$ cat src/rtl/lock_pkg.sv
// Shared types and default constants for the code-lock sequencer.
package lock_pkg;

    // Default parameter values for the sequencer.
    localparam int LOCK_CODE_W      = 6;
    localparam int LOCK_STEPS       = 3;
    localparam int LOCK_MAX_FAIL    = 3;
    localparam int LOCK_OPEN_CYC    = 50;
    localparam int LOCK_LOCKOUT_CYC = 1000;
    localparam int LOCK_ENTRY_TO    = 500;

    // One code word as entered on the switch bank.
    typedef logic [LOCK_CODE_W-1:0] code_t;

    localparam code_t LOCK_DEFAULT_CODE = 6'b100101;

    // Sequencer states: IDLE has no entry in progress, COLLECT has step > 0.
    typedef enum logic [1:0] {
        ST_IDLE,
        ST_COLLECT,
        ST_OPEN,
        ST_LOCKOUT
    } state_t;

endpackage

$ cat src/rtl/lock_sequencer_code_match.sv
// Combinational equality of the switch word against the selected code word.
module code_match
    import lock_pkg::*;
#(
    parameter int CODE_W = LOCK_CODE_W
) (
    input  logic [CODE_W-1:0] sw,
    input  logic [CODE_W-1:0] code,
    output logic              match
);

    assign match = (sw == code);

endmodule

$ cat src/rtl/lock_sequencer.sv
// Multi-step code-lock sequencer: collects STEPS code words, opens the lock
// for OPEN_CYC cycles on a full match, and locks out after MAX_FAIL misses.
module lock_sequencer
    import lock_pkg::*;
#(
    parameter int                CODE_W       = LOCK_CODE_W,
    parameter int                STEPS        = LOCK_STEPS,
    parameter int                MAX_FAIL     = LOCK_MAX_FAIL,
    parameter int                OPEN_CYC     = LOCK_OPEN_CYC,
    parameter int                LOCKOUT_CYC  = LOCK_LOCKOUT_CYC,
    parameter int                ENTRY_TO     = LOCK_ENTRY_TO,
    parameter logic [CODE_W-1:0] DEFAULT_CODE = CODE_W'(LOCK_DEFAULT_CODE)
) (
    input  logic                          clk,
    input  logic                          rst_n,
    input  logic [CODE_W-1:0]             sw,
    input  logic                          enter,
    input  logic                          clear,
    input  logic                          prog_we,
    input  logic [$clog2(STEPS)-1:0]      prog_idx,
    input  logic [CODE_W-1:0]             prog_data,
    output logic                          unlock,
    output logic                          locked_out,
    output logic [$clog2(STEPS)-1:0]      step,
    output logic [$clog2(MAX_FAIL+1)-1:0] fail_cnt
);

    localparam int STEP_W = $clog2(STEPS);
    localparam int FAIL_W = $clog2(MAX_FAIL + 1);
    localparam int ENT_W  = $clog2(ENTRY_TO + 1);
    localparam int OPEN_W = $clog2(OPEN_CYC + 1);
    localparam int LOCK_W = $clog2(LOCKOUT_CYC + 1);

    localparam logic [STEP_W-1:0] STEP_LAST = STEP_W'(STEPS - 1);
    localparam logic [FAIL_W-1:0] FAIL_MAX  = FAIL_W'(MAX_FAIL);
    localparam logic [ENT_W-1:0]  ENT_LAST  = ENT_W'(ENTRY_TO - 1);
    localparam logic [OPEN_W-1:0] OPEN_LOAD = OPEN_W'(OPEN_CYC);
    localparam logic [LOCK_W-1:0] LOCK_LOAD = LOCK_W'(LOCKOUT_CYC);

    state_t            state;
    logic [CODE_W-1:0] code [STEPS];
    logic [CODE_W-1:0] code_sel;
    logic              match;
    logic [FAIL_W-1:0] fail_next;
    logic [ENT_W-1:0]  ent_tmr;
    logic [OPEN_W-1:0] open_tmr;
    logic [LOCK_W-1:0] lock_tmr;

    // Failure counter stops at MAX_FAIL instead of wrapping.
    function automatic logic [FAIL_W-1:0] fail_inc(input logic [FAIL_W-1:0] v);
        return (v == FAIL_MAX) ? v : v + 1'b1;
    endfunction

    assign fail_next = fail_inc(fail_cnt);

    // Select the code word for the step currently expected.
    always_comb begin
        code_sel = code[0];
        for (int i = 0; i < STEPS; i++) begin
            if (step == STEP_W'(i)) code_sel = code[i];
        end
    end

    code_match #(.CODE_W(CODE_W)) u_match (
        .sw    (sw),
        .code  (code_sel),
        .match (match)
    );

    // Code register file: writable only in IDLE, and only when no entry
    // activity competes for the same cycle; out-of-range indices hit nothing.
    always_ff @(posedge clk or negedge rst_n) begin
        if (!rst_n) begin
            for (int i = 0; i < STEPS; i++) code[i] <= DEFAULT_CODE;
        end else if (state == ST_IDLE && prog_we && !enter && !clear) begin
            for (int i = 0; i < STEPS; i++) begin
                if (prog_idx == STEP_W'(i)) code[i] <= prog_data;
            end
        end
    end

    // Sequencer FSM with entry, open and lockout timers and registered outputs.
    always_ff @(posedge clk or negedge rst_n) begin
        if (!rst_n) begin
            state      <= ST_IDLE;
            step       <= '0;
            fail_cnt   <= '0;
            unlock     <= 1'b0;
            locked_out <= 1'b0;
            ent_tmr    <= '0;
            open_tmr   <= '0;
            lock_tmr   <= '0;
        end else begin
            case (state)
                ST_IDLE, ST_COLLECT: begin
                    if (clear) begin
                        state   <= ST_IDLE;
                        step    <= '0;
                        ent_tmr <= '0;
                    end else if (state == ST_COLLECT && ent_tmr == ENT_LAST) begin
                        // ENTRY_TO idle cycles have elapsed; an enter arriving
                        // now is already too late.
                        state   <= ST_IDLE;
                        step    <= '0;
                        ent_tmr <= '0;
                    end else if (enter) begin
                        ent_tmr <= '0;
                        if (match && step == STEP_LAST) begin
                            state    <= ST_OPEN;
                            step     <= '0;
                            fail_cnt <= '0;
                            unlock   <= 1'b1;
                            open_tmr <= OPEN_LOAD;
                        end else if (match) begin
                            state <= ST_COLLECT;
                            step  <= step + 1'b1;
                        end else begin
                            step     <= '0;
                            fail_cnt <= fail_next;
                            if (fail_next == FAIL_MAX) begin
                                state      <= ST_LOCKOUT;
                                locked_out <= 1'b1;
                                lock_tmr   <= LOCK_LOAD;
                            end else begin
                                state <= ST_IDLE;
                            end
                        end
                    end else if (state == ST_COLLECT) begin
                        ent_tmr <= ent_tmr + 1'b1;
                    end
                end
                ST_OPEN: begin
                    if (open_tmr <= OPEN_W'(1)) begin
                        state    <= ST_IDLE;
                        unlock   <= 1'b0;
                        open_tmr <= '0;
                    end else begin
                        open_tmr <= open_tmr - 1'b1;
                    end
                end
                ST_LOCKOUT: begin
                    if (lock_tmr <= LOCK_W'(1)) begin
                        state      <= ST_IDLE;
                        locked_out <= 1'b0;
                        fail_cnt   <= '0;
                        lock_tmr   <= '0;
                    end else begin
                        lock_tmr <= lock_tmr - 1'b1;
                    end
                end
                default: state <= ST_IDLE;
            endcase
        end
    end

endmodule

$ cat config.mk
export PLATFORM = sky130hd
export DESIGN_NAME = lock_sequencer
export DESIGN_NICKNAME = d
export VERILOG_FILES = /design/src/rtl/lock_pkg.sv /design/src/rtl/lock_sequencer_code_match.sv /design/src/rtl/lock_sequencer.sv
export SDC_FILE = /design/constraint.sdc
export NUM_CORES = 1
export LEC_CHECK = 0
export BUFFER_PORTS_ARGS = -buffer_cell sky130_fd_sc_hd__buf_2
export CORE_AREA = 2 2 77 79
export DETAILED_ROUTE_END_ITERATION = 16
export DIE_AREA = 0 0 79 81
export PLACE_DENSITY = 0.68
export SLEW_MARGIN = 20
export SYNTH_ARGS = -nofsm -noshare
export SYNTH_HDL_FRONTEND = slang
export SYNTH_SLANG_ARGS = --single-unit
export TNS_END_PERCENT = 1
$ cat constraint.sdc
create_clock -name clk -period 4.8 [get_ports clk]
set_clock_uncertainty 0.05 [all_clocks]
set_input_delay 0.48 -clock clk [delete_from_list [all_inputs] [get_ports clk]]
set_output_delay 0.48 -clock clk [all_outputs]
set_load 0.005 [all_outputs]
==> impl_metrics.ini <==
[worst_hold_path]
hold_path_class = primary input to asynchronous set/reset pin

[clock_tree]
cts-hold-fix-buffers = 0
tritoncts.num_buffers = 5
cell_chosen_for_the_clock_root = sky130_fd_sc_hd__clkbuf_8
clock_sink_count = 51
clock_tree_from_tritoncts = done
register_clock_pin_slew_on_the_reported_worst_setup_and_hold_paths_ns = 0.10
clkLatencyLatePin_ns = 0.31
postCtsResizedCells = 0
cts_setup_buffers = 0
cts.path.max_buffers = 2
cts_htree_levels = 2

[placed_design]
final_gp_congestion = 0.783
io_buffers = 24
dpl.hpwl_um = 3930
placed_area_um2 = 2890
post-place-cells = 361

[timing]
finalHoldWorstSlack_ns = 0.225
clock.fmax_mhz = 329
fin_setup_tns_ns = 0
slew_headroom = 0.344
tightestPinTransition_ns = 0.976
final_worst_path_period_need_ns = 3.04
hold_violations = 0
final_max_slew_viol_count = 0
grt_setup_unrepaired = no
final_min_period_over_clock_period = 0.633
final-setup-viol-count = 0

[detailed_routing]
post_drt_via_cell_ratio = 5.71
route.detailed.drc = 0
routed_wire_length_per_instance_um = 14.8
via_count = 2106
detail-route-antenna-nets = 0
first_pass_iters = 4
initialDrtViolationCount = 146
totalWireLength_um = 5460

[logic_synthesis]
ys_seq_elements = 51
ys_top_cells_by_area = sky130_fd_sc_hd__dfrtp_1 (39%), sky130_fd_sc_hd__dfstp_2 (8.7%), sky130_fd_sc_hd__mux2_2 (7.4%)
synthesis.yosys.warnings = 0
netlist.top_cell.by_area = sky130_fd_sc_hd__dfrtp_1
synth_fp_nets = 297
synth_cell_types = 51
yosysTopAreaCellShare = 0.385
ys_async_sr_fraction = 1.00
post_synth_design_cell_area_um2 = 2730
synth_cells = 271
ys.flop_type = sky130_fd_sc_hd__dfrtp_1
synth.avg_cell_area_um2 = 10.1
synthTopCellsByCount = sky130_fd_sc_hd__dfrtp_1 (42), sky130_fd_sc_hd__nand2_1 (29), sky130_fd_sc_hd__nor2_1 (20), sky130_fd_sc_hd__mux2_2 (18), sky130_fd_sc_hd__nor3_1 (16)
synth_edf_count = 0
synth_seq_area_share = 0.472
yosys.cell_count.top_type = sky130_fd_sc_hd__dfrtp_1

[worst_setup_path]
worstSetupPathType = flop to flop
critical_path.cell_chain = inv_1 > ha_1 > nor2b_1 > a211oi_1 > or4_1 > and4bb_1 > nor2_2 > o31a_1
timing.critical_path.max_delay_family = simple AND/OR/NAND/NOR gates
critical_path.n_buffers_inverters = 1
setup.worst_path.end_class = flop
critPathMaxFanout = 22
cp.arrival_ns = 3.18
setup.worst_path.start_class = flop
timing.critical_path.slowest_stage_cell = sky130_fd_sc_hd__ha_1
worst-endpoint-required_ns = 4.94
max_stage_delay_ns = 0.58

[cells_and_area]
drive_gt1_frac = 0.214
final_area_um2 = 2990
nNetsFinal = 319
area_growth_syn_to_layout_pct = 9.49
diode_count = 0
instances_no_fill = 369

[global_route]
gr-usage-all-layers = 0.180
overflow = 0
first_pass_grt_wire_length_um = 9160
grt_pass1_vias = 2002
antenna_found_initial = 0
grt_max_degree = 52

[power_and_ir_drop]
static-leakage-power_nw = 1.26
pwr_density_cell_nw_per_um2 = 457
maximum_ir_drop_on_the_vdd_rail_mv = 0.216
power.total_mw = 1.37

[die]
die_area_um2 = 6400
io_pins = 25
initial_standard_cell_utilization_of_the_core = 0.481
num_rows = 28
floorplan.core_area_um2 = 5680
die_h_um = 81
dieWidth_um = 79

[outcome]
status = finished, final reports clean

[run]
count_of_max_cap_constraint_violations = 0
cell usage in the layout (no fill, tap or decap), types with 5 or more instances in the layout:
cell type,netlist,routed
sky130_fd_sc_hd__a211o_1,7,7
sky130_fd_sc_hd__a21oi_1,8,8
sky130_fd_sc_hd__buf_2,1,24
sky130_fd_sc_hd__clkbuf_8,0,6
sky130_fd_sc_hd__dfrtp_1,42,42
sky130_fd_sc_hd__dfstp_2,9,9
sky130_fd_sc_hd__ha_1,7,7
sky130_fd_sc_hd__inv_1,12,12
sky130_fd_sc_hd__mux2_2,18,18
sky130_fd_sc_hd__mux2i_1,7,7
sky130_fd_sc_hd__nand2_1,29,29
sky130_fd_sc_hd__nand3_1,5,5
sky130_fd_sc_hd__nand4_1,6,6
sky130_fd_sc_hd__nor2_1,20,20
sky130_fd_sc_hd__nor2b_1,5,5
sky130_fd_sc_hd__nor3_1,16,16
sky130_fd_sc_hd__o21ai_0,14,14
sky130_fd_sc_hd__xnor2_1,5,5
where the power goes:
group	switching (mW)	internal (mW)
clock	0.145	0.118
sequential	0.129	0.567
combinational	0.212	0.194
per-layer routing:
| metal | wire length [µm] | up-vias | GRT usage |
|---|---|---|---|
| li1 | - | 1032 | - |
| met1 | 2680 | 1021 | 0.250 |
| met2 | 2470 | 41 | 0.285 |
| met3 | 191 | 12 | 0.0344 |
| met4 | 120 | 0 | 0.0638 |
| met5 | 0 | - | 0 |
kinds of logic after synthesis:
family                     count (synthesis)  share of synthesized area
and+or+nand+nor                          103                      0.193
xor gates and xnor gates                   8                     0.0257
muxes                                     26                      0.104
adders and majority gates                  7                     0.0321
DFF                                       51                      0.472
AOI/OAI and AO/OA                         54                      0.136
buffers and inverters                     22                     0.0376
worst paths after layout:
kind	from	to	slack [ns]	cells after the start
min in group clk	prog_data[5]	code[17]	0.38	2
worst max register to register	step[0]	lock_tmr[9]	1.76	8
worst max-delay path	step[0]	lock_tmr[9]	1.76	8
worst min register to register	lock_tmr[5]	lock_tmr[5]	0.45	1
worst min-delay path	rst_n	open_tmr[3]	0.23	2
max in group asynchronous	rst_n	lock_tmr[5]	4.04	2
cell type report:
class | instances | area [µm²]
Fill cell | 517 | 2690
Timing Repair Buffer | 25 | 128
Inverter | 12 | 45.0
Tap cell | 75 | 93.8
Clock buffer | 7 | 86.3
Multi-Input combinational cell | 198 | 1340
Sequential cell | 51 | 1290
Clock inverter | 1 | 8.76
metrics by stage:
step	worst slack, ns	utilization
4_1_cts	1.75	0.526
3_3_place_gp	1.88	0.510
6_report	1.76	0.526
2_1_floorplan	2.27	-
3_5_place_dp	1.78	0.510
5_1_grt	1.50	0.526
flip-flops by register name, summed over array words and instances, names as in the netlist:
name and count:
code 18, lock_tmr 10, ent_tmr 9, open_tmr 6
fail_cnt 2, state 2, step 2, locked_out 1
unlock 1
Note: power is estimated with default switching activity, not from simulation.
